File: config.mk
export PLATFORM = sky130hd
export DESIGN_NAME = booth2_final_adder_pipe_flat
export DESIGN_NICKNAME = d
export VERILOG_FILES = /design/src/rtl/booth2_final_adder_pipe_pkg.sv /design/src/rtl/booth2_final_adder_pipe_if.sv /design/src/rtl/booth2_final_adder_pipe_adder_slice.sv /design/src/rtl/booth2_final_adder_pipe.sv /design/src/flat_wrapper.sv
export SDC_FILE = /design/constraint.sdc
export NUM_CORES = 1
export LEC_CHECK = 0
export BUFFER_PORTS_ARGS = -buffer_cell sky130_fd_sc_hd__buf_2
export CAP_MARGIN = 20
export CORE_MARGIN = 8
export CORE_UTILIZATION = 24
export CTS_CLUSTER_SIZE = 14
export DETAILED_ROUTE_END_ITERATION = 12
export PLACE_DENSITY = 0.47
export SLEW_MARGIN = 20
export SYNTH_ARGS = -nofsm -noshare
export SYNTH_HDL_FRONTEND = slang
export SYNTH_SLANG_ARGS = --single-unit
File: constraint.sdc
create_clock -name sys_clk -period 3.6 [get_ports sys_clk]
set_input_delay 0.72 -clock sys_clk [delete_from_list [all_inputs] [get_ports sys_clk]]
set_output_delay 0.72 -clock sys_clk [all_outputs]
set_load 0.02 [all_outputs]
File: src/rtl/booth2_final_adder_pipe_pkg.sv
// Shared widths and operand alignment for the Booth2 final adder.
// Imported by the interface, the adder slice and the pipeline top.
package booth2_final_adder_pipe_pkg;

   localparam int PROD_W    = 32;
   localparam int PP2_W     = 30;
   localparam int PP2_SHIFT = 2;

   // pp2 carries weight 2^2 at its bit 0
   function automatic logic [PROD_W-1:0] align_pp2(
      input logic [PP2_W-1:0] pp2
   );
      return {pp2, {PP2_SHIFT{1'b0}}};
   endfunction

endpackage

File: src/rtl/booth2_final_adder_pipe_if.sv
// Valid/ready bus for the final adder: operand side and product side.
// The pipeline takes the slave view, its environment the master view.
interface booth2_final_adder_pipe_if
   import booth2_final_adder_pipe_pkg::*;
#(
   parameter int TAG_W = 4
);

   logic              in_valid;
   logic              in_ready;
   logic [PROD_W-1:0] pp1;
   logic [PP2_W-1:0]  pp2;
   logic [TAG_W-1:0]  in_tag;
   logic              out_valid;
   logic              out_ready;
   logic [PROD_W-1:0] product;
   logic [TAG_W-1:0]  out_tag;

   modport slave (
      input  in_valid, pp1, pp2, in_tag, out_ready,
      output in_ready, out_valid, product, out_tag
   );

   modport master (
      output in_valid, pp1, pp2, in_tag, out_ready,
      input  in_ready, out_valid, product, out_tag
   );

endinterface

File: src/rtl/booth2_final_adder_pipe_adder_slice.sv
// Combinational W-bit adder with carry in and carry out.
// Used for both halves of the split carry-propagate add.
module adder_slice #(
   parameter int W = 16
) (
   input  logic [W-1:0] a_i,
   input  logic [W-1:0] b_i,
   input  logic         ci_i,
   output logic [W-1:0] s_o,
   output logic         co_o
);

   assign {co_o, s_o} = {1'b0, a_i} + {1'b0, b_i} + {{W{1'b0}}, ci_i};

endmodule

File: src/rtl/booth2_final_adder_pipe.sv
// Two-stage split-carry adder: pp1 + (pp2 << 2) mod 2^32.
// Low LO_W bits add in stage 1, the rest plus carry in stage 2.
module booth2_final_adder_pipe
   import booth2_final_adder_pipe_pkg::*;
#(
   parameter int TAG_W = 4,
   parameter int LO_W  = 16
) (
   input logic sys_clk,
   input logic sys_rst_n,
   booth2_final_adder_pipe_if.slave bus
);

   localparam int HI_W = PROD_W - LO_W;

   logic [PROD_W-1:0] b_full;
   logic              s1_adv;
   logic              s2_adv;

   logic [LO_W-1:0]   lo_sum_d;
   logic              lo_co_d;
   logic [HI_W-1:0]   hi_sum_d;
   logic              hi_co_unused;

   logic              s1_valid_q;
   logic [LO_W-1:0]   s1_lo_q;
   logic              s1_c_q;
   logic [HI_W-1:0]   s1_hi_a_q;
   logic [HI_W-1:0]   s1_hi_b_q;
   logic [TAG_W-1:0]  s1_tag_q;

   logic              out_valid_q;
   logic [PROD_W-1:0] product_q;
   logic [TAG_W-1:0]  out_tag_q;

   assign b_full = align_pp2(bus.pp2);

   assign s2_adv = ~out_valid_q | bus.out_ready;
   assign s1_adv = ~s1_valid_q | s2_adv;

   adder_slice #(.W(LO_W)) u_lo (
      .a_i  (bus.pp1[LO_W-1:0]),
      .b_i  (b_full[LO_W-1:0]),
      .ci_i (1'b0),
      .s_o  (lo_sum_d),
      .co_o (lo_co_d)
   );

   adder_slice #(.W(HI_W)) u_hi (
      .a_i  (s1_hi_a_q),
      .b_i  (s1_hi_b_q),
      .ci_i (s1_c_q),
      .s_o  (hi_sum_d),
      .co_o (hi_co_unused)
   );

   // Stage 1: low-half sum and carry, high operands parked for stage 2
   always_ff @(posedge sys_clk or negedge sys_rst_n) begin
      if (!sys_rst_n) begin
         s1_valid_q <= 1'b0;
         s1_lo_q    <= '0;
         s1_c_q     <= 1'b0;
         s1_hi_a_q  <= '0;
         s1_hi_b_q  <= '0;
         s1_tag_q   <= '0;
      end else if (s1_adv) begin
         s1_valid_q <= bus.in_valid;
         if (bus.in_valid) begin
            s1_lo_q   <= lo_sum_d;
            s1_c_q    <= lo_co_d;
            s1_hi_a_q <= bus.pp1[PROD_W-1:LO_W];
            s1_hi_b_q <= b_full[PROD_W-1:LO_W];
            s1_tag_q  <= bus.in_tag;
         end
      end
   end

   // Stage 2: high-half sum with stage-1 carry, product held under stall
   always_ff @(posedge sys_clk or negedge sys_rst_n) begin
      if (!sys_rst_n) begin
         out_valid_q <= 1'b0;
         product_q   <= '0;
         out_tag_q   <= '0;
      end else if (s2_adv) begin
         out_valid_q <= s1_valid_q;
         if (s1_valid_q) begin
            product_q <= {hi_sum_d, s1_lo_q};
            out_tag_q <= s1_tag_q;
         end
      end
   end

   assign bus.in_ready  = s1_adv;
   assign bus.out_valid = out_valid_q;
   assign bus.product   = product_q;
   assign bus.out_tag   = out_tag_q;

endmodule
File: src/flat_wrapper.sv
// flat-port wrapper written by rule: the top's interface ports become plain ports
module booth2_final_adder_pipe_flat import booth2_final_adder_pipe_pkg::*;
#(
   parameter int TAG_W = 4,
   parameter int LO_W  = 16
)
  (sys_clk, sys_rst_n, bus_in_valid, bus_pp1, bus_pp2, bus_in_tag, bus_out_ready, bus_in_ready, bus_out_valid, bus_product, bus_out_tag);
  booth2_final_adder_pipe_if #(.TAG_W(TAG_W)) bus_i ();
  input logic sys_clk;
  input logic sys_rst_n;
  input wire logic [$bits(bus_i.in_valid)-1:0] bus_in_valid;
  input wire logic [$bits(bus_i.pp1)-1:0] bus_pp1;
  input wire logic [$bits(bus_i.pp2)-1:0] bus_pp2;
  input wire logic [$bits(bus_i.in_tag)-1:0] bus_in_tag;
  input wire logic [$bits(bus_i.out_ready)-1:0] bus_out_ready;
  output wire logic [$bits(bus_i.in_ready)-1:0] bus_in_ready;
  output wire logic [$bits(bus_i.out_valid)-1:0] bus_out_valid;
  output wire logic [$bits(bus_i.product)-1:0] bus_product;
  output wire logic [$bits(bus_i.out_tag)-1:0] bus_out_tag;
  assign bus_i.in_valid = bus_in_valid;
  assign bus_i.pp1 = bus_pp1;
  assign bus_i.pp2 = bus_pp2;
  assign bus_i.in_tag = bus_in_tag;
  assign bus_i.out_ready = bus_out_ready;
  assign bus_in_ready = bus_i.in_ready;
  assign bus_out_valid = bus_i.out_valid;
  assign bus_product = bus_i.product;
  assign bus_out_tag = bus_i.out_tag;
  booth2_final_adder_pipe #(.TAG_W(TAG_W), .LO_W(LO_W)) u_core (.sys_clk(sys_clk), .sys_rst_n(sys_rst_n), .bus(bus_i));
endmodule
; Yosys cells after proc, flatten, opt, wreduce, memory -nomap -nowiden
; Cells that the tools add are included.
[classes]
add_sub_neg = 3
n_bitwise = 4
reduce_logical = 2
[op_table]
columns = cell, n
row1 = 16-bit by 16-bit adder with 17-bit output, 1
row2 = 16-bit by 1-bit adder with 16-bit output, 1
row3 = 16-bit adder, 1
row4 = 2-bit AND reduction, 2
row5 = 1-bit NOT, 2
row6 = 1-bit bitwise OR, 2
[word_totals]
register_bits = 91
out_inout_bits = 38
elab_cells = 18

; Depth between registers and ports, before layout
; Gate-level depths: netlist of run 1.
[depth]
depth_word = 4
ltp_mapped = 8
depth_no_buf = 8

; Hierarchy
; Synthesis of run 1 repeated with hierarchy kept, for this count alone.
[unflattened]
hier_cells = 385
area_unflattened_um2 = 5312.6
[by_module_without_submodules]
columns = module, n_inst, cells_per_inst, area_per_inst_um2, seq_area_each_um2
row1 = booth2_final_adder_pipe, 1, 195, 3788.6, 2277.2
row2 = adder_slice (u_core.u_lo), 1, 101, 790.8, 0.0
row3 = adder_slice (u_core.u_hi), 1, 89, 733.2, 0.0

; Least setup slack after synthesis of run 1
; No wires, ideal clock.
[synth_path]
kind = input to register
startpoint = input port bus_pp2[0]
endpoint = register u_core.s1_c_q
setup_ns = 0.120
arrival_time_ns = 2.361
required_ns = 3.480
setup_slack_ns = 1.118
path_stages = 7
n_path_buf = 0
path_cell_list = ha_1 fa_1 a211oi_1 o21bai_1 a211oi_1 o21ai_0 a31o_2
[synth_via]
elab_chain_cells = 1
[synth_lines]
columns = element, line
row1 = from (decl), flat_wrapper.sv:13  ; input wire logic [$bits(bus_i.pp2)-1:0] bus_pp2;
row2 = 16-bit by 16-bit adder with 17-bit output, booth2_final_adder_pipe_adder_slice.sv:13  ; assign {co_o, s_o} = {1'b0, a_i} + {1'b0, b_i} + {{W{1'b0}}, ci_i};
row3 = to (signal assigned), booth2_final_adder_pipe.sv:70  ; s1_c_q <= lo_co_d;
row4 = to (decl), booth2_final_adder_pipe.sv:27  ; logic s1_c_q;
; Every way passes these cells.
; A chain may end at the register's enable or synchronous reset.

; Worst setup path in the final report of run 1
[layout_path]
startpoint = register u_core.s1_hi_b_q[0]
endpoint = register u_core.product_q[28] (netlist: u_core.bus.product[28])
[layout_via]
elab_chain_cells = 2
[layout_lines]
columns = element, line
row1 = from (decl), booth2_final_adder_pipe.sv:29  ; logic [HI_W-1:0] s1_hi_b_q;
row2 = from (signal assigned), booth2_final_adder_pipe.sv:72  ; s1_hi_b_q <= b_full[PROD_W-1:LO_W];
row3 = 16-bit adder, booth2_final_adder_pipe_adder_slice.sv:13
row4 = 16-bit by 1-bit adder with 16-bit output, booth2_final_adder_pipe_adder_slice.sv:13
row5 = to (signal assigned), booth2_final_adder_pipe.sv:87  ; product_q <= {hi_sum_d, s1_lo_q};
row6 = to (decl), booth2_final_adder_pipe.sv:33  ; logic [PROD_W-1:0] product_q;
; Every way passes these cells.

==> results of run 1 <==
-- power groups by stage --
| stage | sequential, mW | clock (mW) | combinational, mW |
|---|---|---|---|
| floorplan | 1.53 | 0 | 0.556 |
| global placement | 1.39 | 0 | 1.08 |
| detailed placement | 1.39 | 0 | 1.08 |
| CTS | 1.37 | 1.16 | 1.09 |
| global route | 1.40 | 1.20 | 1.21 |
| finish | 1.37 | 1.11 | 1.06 |
-- cells in the final DEF, fill, tap and decap left out, types with 6 or more instances in the layout --
cell type,count
nand3_1,17
o211ai_1,7
nand2_1,216
nand2b_1,6
a211oi_1,6
clkbuf_16,9
a21oi_1,20
ha_1,28
buf_2,106
nor2_1,17
o21ai_0,33
xor2_1,12
dfrtp_1,91
a21o_1,7
-- metrics by stage --
step	instances	utilization [%]	cell area, um2
after floorplan	564	-	4870
final	936	30.0	6040
after global routing	936	30.0	6040
after global placement	920	28.3	5690
after detailed placement	920	28.3	5690
after CTS	936	30.0	6040
-- per-layer routing --
metal  wire length [um]  part of all wire [%]
met1               6250                    46
met2               6520                    48
met3                640                   4.7
met4                231                   1.7
met5                 10                 0.073
-- layout make-up --
cell class                 count  area, um2  share of cell area (%)
multi-input combinational    442       2460                    40.8
sequential                    91       2280                    37.7
timing repair buffer         112        588                    9.74
tap                          270        338                    5.60
clock buffer                  10        239                    3.96
clock inverter                 6        111                    1.84
inverter                       5       18.8                   0.311
-- state kept, by name, summed over array words and instances, names as in the netlist --
register              flops
u_core.s1_hi_a_q         16
u_core.bus.out_tag        4
u_core.s1_valid_q         1
u_core.s1_hi_b_q         16
u_core.bus.out_valid      1
u_core.s1_lo_q           16
u_core.s1_tag_q           4
u_core.bus.product       32
u_core.s1_c_q             1
-- path summary, 6_finish.rpt --
check                                    endpoint  slack, ns  cells past startpoint
setup / recovery           u_core.bus.product[28]       1.10                      8
hold / removal              u_core.bus.out_tag[0]       0.34                      1
setup reg to reg           u_core.bus.product[28]       1.10                      8
hold reg to reg            u_core.bus.product[11]       0.47                      2
max in group asynchronous  u_core.bus.product[16]       2.57                      2
min in group sys_clk       u_core.bus.product[11]       0.47                      2
-- cells by family (layout without fill, tap and decap cells) --
family,after synthesis,in the layout
and+or+nand+nor,286,286
AOI/OAI and AO/OA,109,109
DFF,91,91
adders and majority gates,31,31
buffers and inverters,31,133
xor gates and xnor gates,15,15
muxes,1,1
-- critical path, cell delays in order (launching register included) --
cell      delay [ns]
dfrtp_1         0.41
fa_1            0.49
inv_1           0.09
fa_1            0.20
nand2b_1        0.14
a21oi_1         0.14
nor4_1          0.63
or4_1           0.20
nand3_1         0.07
==> metrics.md, run 1 <==
| Metric | Value |
|---|---|
| Final Cycle Share | 69.4% |
| Setup crit end kind | register |
| M1 GR Usage | roughly 14% |
| Status | finished, final reports clean |
| PostCTS Resize Cnt | 0 |
| Clk buf depth | 2 |
| Sequential share of power | between 30 and 40% |
| Clk pwr share | approximately a third |
| Core ar. | 20100 um2 |
| Nets@finish | 762 |
| Mapped Area | 4870 um2 |
| H-Tree Level Count | 3 |
| Leak Pwr | roughly 3.1 nW |
| Top-count cell post-synth | nand2_1 |
| Met3 usage in global routing | approximately 2.4% |
| Asr flop ratio synth | 100% |
| Post-synthesis sequential area ratio | 46.8% |
| Global route hottest layer | met2 |
| Max VDD drop | 0.191 mV |
| Switching pwr | 1.21 mW |
| Vias per inst | between 4 and 5 |
| Initial DRC count | 140 |
| # fillers | 2161 |
| Slew HR | roughly 35% |
| Top-level port count | roughly 110 |
| Placer Congestion | 0.757 |
| Number of nets with antenna violations after routing | 0 |
| Worst EP required | 3.82 ns |
| Hold WC Path Type | in2async |
| DP Worst Slack | 0.773 ns |
| DRC | 0 |
| Via count | between 4000 and 5000 |
| Largest family of logic cells by synthesized area | simple AND/OR/NAND/NOR gates |
| Row count | 52 |
| DR pass1 iterations | 4 |
| Crit-path max FO | 4 |
| Ys flop type | dfrtp_1 |
| Synthesized flop and latch total | 91 |
| I/O Buffers | 107 |
| Synth Area in Simple Gates | approximately a quarter |
| Starting Density | 24.2% |
| Fmax | 400 MHz |
| Grt met2 use | between 10% and 20% |
| Fraction of layout cells with a size suffix above 1 | 20.6% |
| Switch share | 34.1% |
| Clock sinks | 91 |
| PD cells | between 500 and 600 nW/um2 |
| Setup CP Type | reg2reg |
| Final worst slack | 1.10 ns |
| Post-synth EDFFs | 0 |
| Final hold vios | 0 |
| Clock-pin slew on the worst setup and hold paths | 0.07 ns |
| DIE WIDTH | 158 um |
| Yosys cell types | 53 |
| Crit path launch type | register |
| Post-synthesis compound-gate area fraction | 14.7% |
| Tot Pwr | about 3.5 mW |
| Final Max Slew Viols | 0 |
| Total CTS buffers | 9 |
| Comb power frac | 29.9% |
| Syn Inst Count | 564 |
| Post-synth top area cell | dfrtp_1 |
| Die ar. | 25100 um2 |
| First-pass GRT wire length | 22200 um |
| Area fraction of the dominant cell type after synthesis | a little under half |
| Max cap viols | 0 |
| Post-synthesis xor/xnor area fraction | 2.70% |
| Setup TNS | 0 ns |
| RSZ-0062 raised after global routing | no |
| Commonest cells in the netlist | 218 x nand2_1, 91 x dfrtp_1, 33 x o21ai_0 |
| Vias in the first global route | 4242 |
| Proportion of synthesized area in mux cells | 0.206% |
| Critical R2R Launch | u_core.s1_hi_b_q[0] |
| CTS tree | yes |
| Top cells by area, synth | dfrtp_1 47%, nand2_1 17%, ha_1 7.2% |
| Setup Skew | 0.00774 ns |
| Insertion delay to the later sink of the worst-skew pair | 0.35 ns |
| Internal power | about 2.3 mW |
| Number of post-CTS setup repair buffers | 0 |
| Final HPWL DP | 10200 um |
| Area delta synth->final | 24.0% |
| Diode count | 0 |
| Drt wl/cell | 14.6 um |
| GRT Total Usage | 11.3% |
| Worst Max-Slew Pin Slew | 0.969 ns |
| Critical path arrival | around 2.7 ns |
| Syn nets | 665 |
| Critical path startpoint | u_core.s1_hi_b_q[0] |
| Die Y | 158 um |
| Initial antenna violation count | 1 |
| Synth Area in Adders | 8.43% |
| Total grt overflow | 0 |
| Setup violators final | 0 |
| Hold_buf cts | 0 |
| Synth Warn # | 0 |
| Total Routed Length | 13700 um |
| Clk root buf | clkbuf_16 |
| Largest net degree at the start of global routing | 55 |
| Avg Inst Size Synth | 8.63 um2 |
| Hold_ws | 0.342 ns |
| Tmin final | 2.50 ns |
Power figures use the tool's default switching activity.
==> run 2: changes to the inputs <==
- PLACE_DENSITY: 0.47 -> 0.48
- clock period: 3.6 -> 2 ns (I/O delays scaled with it)
==> run 2 against run 1 <==
Net effect:
- the flow now finishes with violations (negative setup slack)
- worst hold slack got worse by 0.32 ns
- critical endpoint is now u_core.bus.product[29]
- highest routed layer is now met4
- largest cell class unchanged
- total power increased by 86%
- setup slack lost 1.2 ns
- count of clock-buffer cells in the layout shrank 1
- die area unchanged
- largest power group unchanged
- register-to-register slack got worse by 1.2 ns
- clock power grew 70%
- first-iteration DRC count is the same
==> metrics.md, run 2 (same netlist as run 1, synthesis figures left out) <==
| Metric | Value |
|---|---|
| Clk pwr share | 28.8% (-2.7 points) |
| Max VDD drop | 0.367 mV (+92%) |
| Final non-filler cell total | 990 (+5.8%) |
| Sequential share of power | 37.6% (-1.0 points) |
| Reg2Reg Depth | 7 (-1) |
| Fmax | 473 MHz (+18%) |
| Internal power | 4.26 mW (+83%) |
| Crit path cell chain | fa_2 -> buf_6 -> a211oi_2 -> o21ai_2 -> o2111a_2 -> or4_4 -> nand3_1 |
| Starting Density | 24.2% (unchanged) |
| Max layer used | met4 |
| Comb power frac | 33.6% (+3.7 points) |
| Number of nets with antenna violations after routing | 0 (unchanged) |
| Placed cells | 972 (+5.7%) |
| Setup CP Type | reg2reg |
| Failing checks | negative setup slack |
| Hold_buf cts | 0 (unchanged) |
| Leak Pwr | 3.34 nW (+8.9%) |
| Largest net degree at the start of global routing | 35 (-36%) |
| Nets@finish | 816 (+7.1%) |
| DP Worst Slack | -0.220 ns (-0.993 ns) |
| Clk root buf | clkbuf_16 |
| Clock sinks | 91 (unchanged) |
| Final hold vios | 0 (unchanged) |
| CP delay by family, top | compound AO/OA/AOI/OAI gates |
| RSZ-0062 raised after global routing | yes |
| WL met2 | 6610 um (+1.3%) |
| Commonest non-fill, non-tap cells in the layout | 216 x nand2_1, 106 x buf_2, 91 x dfrtp_1 |
| Crit path launch type | register |
| Final Max Slew Viols | 0 (unchanged) |
| Initial DRC count | 140 (unchanged) |
| Worst EP required | 2.28 ns (-1.54 ns) |
| Total Routed Length | 14000 um (+2.2%) |
| Clk buf depth | 2 (unchanged) |
| Crit-path max FO | 3 (-1) |
| Final Core Density | 32.5% (+2.5 points) |
| Critical path arrival | 2.40 ns (-0.32 ns) |
| Status | complete, but fails checks |
| DIE WIDTH | 158 um (unchanged) |
| Tmin final | 2.11 ns (-0.386 ns) |
| Setup violators final | 7 (+7) |
| Commonest non-fill, non-tap cell in the layout | nand2_1 |
| Row count | 52 (unchanged) |
| Top-level port count | 108 (unchanged) |
| Placer Congestion | 0.754 (-0.45%) |
| Slowest-stage cell, CP | fa_2 |
| Critical Path Max Stage Delay | 0.43 ns (-0.20 ns) |
| Final Cycle Share | 106% (+36 points) |
| H-Tree Level Count | 3 (unchanged) |
| Slew HR | 64.7% (+29 points) |
| Initial antenna violation count | 0 (-1) |
| Drt wl/cell | 14.1 um (-3.4%) |
| Fraction of layout cells with a size suffix above 1 | 28.9% (+8.3 points) |
| Core ar. | 20100 um2 (unchanged) |
| Setup crit end kind | register |
| Vias per inst | 4.38 (-0.11%) |
| CTS tree | yes |
| Die Y | 158 um (unchanged) |
| I/O Buffers | 107 (unchanged) |
| DRC | 0 (unchanged) |
| M1 WL | 6600 um (+5.6%) |
| GRT Total Usage | 11.6% (+0.24 points) |
| Total grt overflow | 0 (unchanged) |
| Final worst slack | -0.112 ns (-1.21 ns) |
| Via count | 4335 (+5.7%) |
| PD cells | 1000 nW/um2 (+71%) |
| Crit. path cell count | 7 (-1) |
| Vias in the first global route | 4505 (+6.2%) |
| Max reg flops | 32 (unchanged) |
| CP Buf/Inv Count | 1 (unchanged) |
| Max cap viols | 0 (unchanged) |
| Area delta synth->final | 34.2% |
| Met3 WL | 582 um (-9.1%) |
| Setup Skew | 0.00777 ns (+0.0000367 ns) |
| First-pass GRT wire length | 22700 um (+2.0%) |
| Hold WC Path Type | in2async |
| Switch share | 35.1% (+0.99 points) |
| Insertion delay to the later sink of the worst-skew pair | 0.35 ns (about the same) |
| Total CTS buffers | 9 (unchanged) |
| Diode count | 0 (unchanged) |
| Worst Max-Slew Pin Slew | 0.524 ns (-0.445 ns) |
| DR pass1 iterations | 4 (unchanged) |
| Final HPWL DP | 10900 um (+7.3%) |
| Hold_ws | 0.0186 ns (-0.324 ns) |
| Die ar. | 25100 um2 (unchanged) |
| Clock-pin slew on the worst setup and hold paths | 0.07 ns (about the same) |
| Switching pwr | 2.30 mW (+91%) |
## run 2: per-layer routing
metal / vias up / track usage (%)
met5: - / 0
met4: 0 / 4.27
met3: 11 / 2.55
met2: 82 / 19.1
met1: 2020 / 14.6
li1: 2222 / -
## run 2: what timing repair did
action                     CTS  global route
pin swaps                   14             7
resized for setup            5             9
buffers inserted             1             2
gates cloned                 0             0
setup endpoints to repair    9            10
## run 2: metrics by stage
stage          setup TNS [ns]  instance area, um2  power (mW)
5_1_grt                 -1.22                6540        7.01
3_3_place_gp            -2.16                6130        4.69
6_report               -0.603                6540        6.57
2_1_floorplan        -0.00216                4910        3.78
4_1_cts                -0.863                6480        6.64
3_5_place_dp            -2.29                6130        4.69
## run 2: worst paths after layout
kind	from	endpoint	slack [ns]
worst max register to register	u_core.s1_hi_a_q[0]	u_core.bus.product[29]	-0.11
worst min register to register	u_core.bus.out_tag[0]	u_core.bus.out_tag[0]	0.47
max in group asynchronous	sys_rst_n	u_core.s1_hi_b_q[4]	1.44
min in group sys_clk	bus_pp1[18]	u_core.s1_hi_a_q[2]	0.23
worst min-delay path	sys_rst_n	u_core.s1_hi_b_q[14]	0.02
worst max-delay path	u_core.s1_hi_a_q[0]	u_core.bus.product[29]	-0.11
## run 2: power by group through the flow
stage / clock (mW) / sequential [mW] / combinational, mW
5_1_grt: 2.02 / 2.52 / 2.46
3_5_place_dp: 0 / 2.51 / 2.18
3_3_place_gp: 0 / 2.52 / 2.17
2_1_floorplan: 0 / 2.75 / 1.03
6_report: 1.89 / 2.47 / 2.20
4_1_cts: 1.96 / 2.48 / 2.20
## run 2: worst reg2reg max path: cells and delay by family (launching register included)
kind,cells,cell delay [ns]
AO/OA/AOI/OAI,3,0.58
AND/OR/NAND/NOR,2,0.50
flip-flops,1,0.40
adder cells (fa/ha/maj),1,0.43
buffers and inverters,1,0.14
## run 2: area by class of cell
cell class              count  area, um2
multi-input cells         442       2560
repair buffers            166       1010
fillers                  2143      13600
flip-flops and latches     91       2280
well taps                 270        338
inverters                   5       18.8
clock inverters             7       98.8
clock buffers               9        225
==> run 3: changes to the inputs <==
- CELL_PAD_IN_SITES_DETAIL_PLACEMENT: unset -> 1
- CELL_PAD_IN_SITES_GLOBAL_PLACEMENT: unset -> 2
- PLACE_DENSITY: 0.48 -> 0.7
==> run 3 against run 2 <==
Net effect:
- the run still ends with negative setup slack left
- fmax down 1.8%
- setup slack worse by 0.040 ns
- count of clock-buffer cells in the layout unchanged
- sequential cell count unchanged
- first-iteration DRC count up 24%
- clock power down 11%
- global-route usage up 1.2 points
- core utilization down 0.19 points
- combinational power up 2%
- critical path depth up 1
- critical endpoint is now u_core.bus.product[26]
- largest cell class unchanged
- largest power group unchanged
==> metrics.md, run 3 (same netlist as run 1, synthesis figures left out) <==
| Metric | Value |
|---|---|
| GRT Total Usage | 12.7% (+1.2 points) |
| Switching pwr | 2.40 mW (+4.4%) |
| Vias in the first global route | 4986 (+11%) |
| Largest net degree at the start of global routing | 46 (+31%) |
| Placer Congestion | 0.784 (+4.0%) |
| Diode count | 0 (unchanged) |
| Vias per inst | 4.53 (+3.6%) |
| Critical Path Max Stage Delay | 0.49 ns (+0.06 ns) |
| Row count | 52 (unchanged) |
| Via count | 4480 (+3.3%) |
| Slew HR | 68.8% (+4.1 points) |
| H-Tree Level Count | 3 (unchanged) |
| Fraction of layout cells with a size suffix above 1 | 28.6% (-0.34 points) |
| Max reg flops | 32 (unchanged) |
| Leak Pwr | 3.32 nW (-0.53%) |
| Final non-filler cell total | 988 (-0.20%) |
| Max cap viols | 0 (unchanged) |
| Clock-pin slew on the worst setup and hold paths | 0.07 ns (about the same) |
| Clock sinks | 91 (unchanged) |
| Total Routed Length | 15300 um (+10%) |
| Clk buf depth | 2 (unchanged) |
| Final Cycle Share | 108% (+2.0 points) |
| Slowest-stage cell, CP | or4_1 |
| Initial antenna violation count | 0 (unchanged) |
| Commonest non-fill, non-tap cell in the layout | nand2_1 |
| Switch share | 37.4% (+2.3 points) |
| Tmin final | 2.15 ns (+0.0397 ns) |
| R2R setup slack | -0.15 ns (-0.04 ns) |
| Starting Density | 24.2% (unchanged) |
| Sequential share of power | 38.8% (+1.2 points) |
| Top-level port count | 108 (unchanged) |
| Final hold vios | 0 (unchanged) |
| Total grt overflow | 0 (unchanged) |
| Initial DRC count | 174 (+24%) |
| CTS tree | yes |
| Final worst slack | -0.152 ns (-0.0397 ns) |
| DRC | 0 (unchanged) |
| Comb power frac | 34.9% (+1.3 points) |
| Nets@finish | 814 (-0.25%) |
| DIE WIDTH | 158 um (unchanged) |
| Max layer used | met4 |
| Final HPWL DP | 12100 um (+11%) |
| Worst Max-Slew Pin Slew | 0.464 ns (-0.0596 ns) |
| Clk pwr share | 26.2% (-2.6 points) |
| Tot Pwr | 6.43 mW (-2.1%) |
| Internal power | 4.03 mW (-5.6%) |
| Final Max Slew Viols | 0 (unchanged) |
| Total CTS buffers | 9 (unchanged) |
| M1 WL | 6840 um (+3.6%) |
| RSZ-0062 raised after global routing | yes |
| Drt wl/cell | 15.5 um (+10%) |
| Die ar. | 25100 um2 (unchanged) |
| Setup violators final | 8 (+1) |
| Insertion delay to the later sink of the worst-skew pair | 0.35 ns (about the same) |
| WL met2 | 7550 um (+14%) |
| Hold_ws | 0.239 ns (+0.220 ns) |
| Fmax | 465 MHz (-1.8%) |
| PD cells | 990 nW/um2 (-1.5%) |
| Failing checks | negative setup slack |
| Core ar. | 20100 um2 (unchanged) |
| Die Y | 158 um (unchanged) |
| First-pass GRT wire length | 25400 um (+12%) |
| I/O Buffers | 107 (unchanged) |
| Max VDD drop | 0.374 mV (+2.0%) |
| Area delta synth->final | 33.4% |
| Clk root buf | clkbuf_16 |
| Setup crit end kind | register |
| Crit-path max FO | 4 (+1) |
| Commonest non-fill, non-tap cells in the layout | 216 x nand2_1, 106 x buf_2, 91 x dfrtp_1 |
| Setup CP Type | reg2reg |
| Crit path top cell by count | fa_2 |
| Final Core Density | 32.3% (-0.19 points) |
| Number of nets with antenna violations after routing | 0 (unchanged) |
| Status | complete, but fails checks |
| Placed cells | 970 (-0.21%) |
| Met3 WL | 747 um (+28%) |
| Crit path cell chain | fa_2 -> inv_2 -> fa_2 -> nand2b_4 -> a21oi_4 -> nor4_2 -> or4_1 -> nand3_1 |
| Crit path launch type | register |
| Setup Skew | 0.00638 ns (-0.00139 ns) |
| Worst EP required | 2.29 ns (about the same) |
| Critical path arrival | 2.44 ns (+0.04 ns) |
| Hold WC Path Type | in2reg |
| DR pass1 iterations | 4 (unchanged) |
==> run 3: cell count changes in the layout (fill, tap and decap cells not counted), sizes merged <==
cell         previous run  this run
buf                   166       163
inv                     8        11
bufinv                  2         0
clkinvlp                1         0
dlygate4sd3             0         1
==> run 3: critical path, delay by kind of cell, from the launching register on <==
kind                       cells  cell delay (ns)
AOI/OAI and AO/OA              1             0.21
adders and majority gates      2             0.59
buffers and inverters          1             0.04
DFF                            1             0.39
and+or+nand+nor                4             0.85
==> run 3: worst paths after layout <==
check                                  startpoint  cells past startpoint                     end
setup / recovery                    u_core.s1_c_q                      8  u_core.bus.product[26]
hold reg to reg            u_core.bus.product[11]                      2  u_core.bus.product[11]
max in group asynchronous               sys_rst_n                      3     u_core.s1_hi_b_q[4]
min in group asynchronous               sys_rst_n                      2   u_core.bus.out_tag[0]
setup reg to reg                    u_core.s1_c_q                      8  u_core.bus.product[26]
hold / removal                        bus_pp2[22]                      3     u_core.s1_hi_b_q[8]
==> run 3: routing by layer <==
| layer | track usage, % | up-vias |
|---|---|---|
| li1 | - | 2217 |
| met1 | 15.5 | 2163 |
| met2 | 22.1 | 83 |
| met3 | 2.93 | 17 |
| met4 | 3.55 | 0 |
| met5 | 0 | - |
==> run 3: repair_timing <==
item / CTS / global route
hold buffers: 1 / 0
resized for setup: 13 / 7
buffers inserted: 4 / 0
pin swaps: 10 / 10
setup endpoints to repair: 9 / 12
hold endpoints to repair: 24 / 0
==> run 3: metrics by stage <==
stage	area [um2]	setup TNS (ns)	worst slack, ns
finish	6500	-0.854	-0.152
global route	6500	-1.72	-0.259
CTS	6480	-1.17	-0.192
detailed placement	6110	-3.04	-0.282
global placement	6110	-2.26	-0.248
floorplan	4910	-0.00216	-0.00216
==> run 3: cell type report <==
cell class | count | area (um2)
repair buffers | 164 | 1010
well taps | 270 | 338
inverters | 5 | 18.8
multi-input cells | 442 | 2560
clock inverters | 7 | 63.8
flip-flops and latches | 91 | 2280
fillers | 2399 | 13600
clock buffers | 9 | 225
==> run 3: power groups by stage <==
stage          Clock (mW)  Sequential [mW]  Combinational [mW]
2_1_floorplan           0             2.75                1.03
3_3_place_gp            0             2.52                2.15
3_5_place_dp            0             2.53                2.22
4_1_cts              1.75             2.50                2.27
5_1_grt              1.82             2.55                2.51
6_report             1.69             2.50                2.24
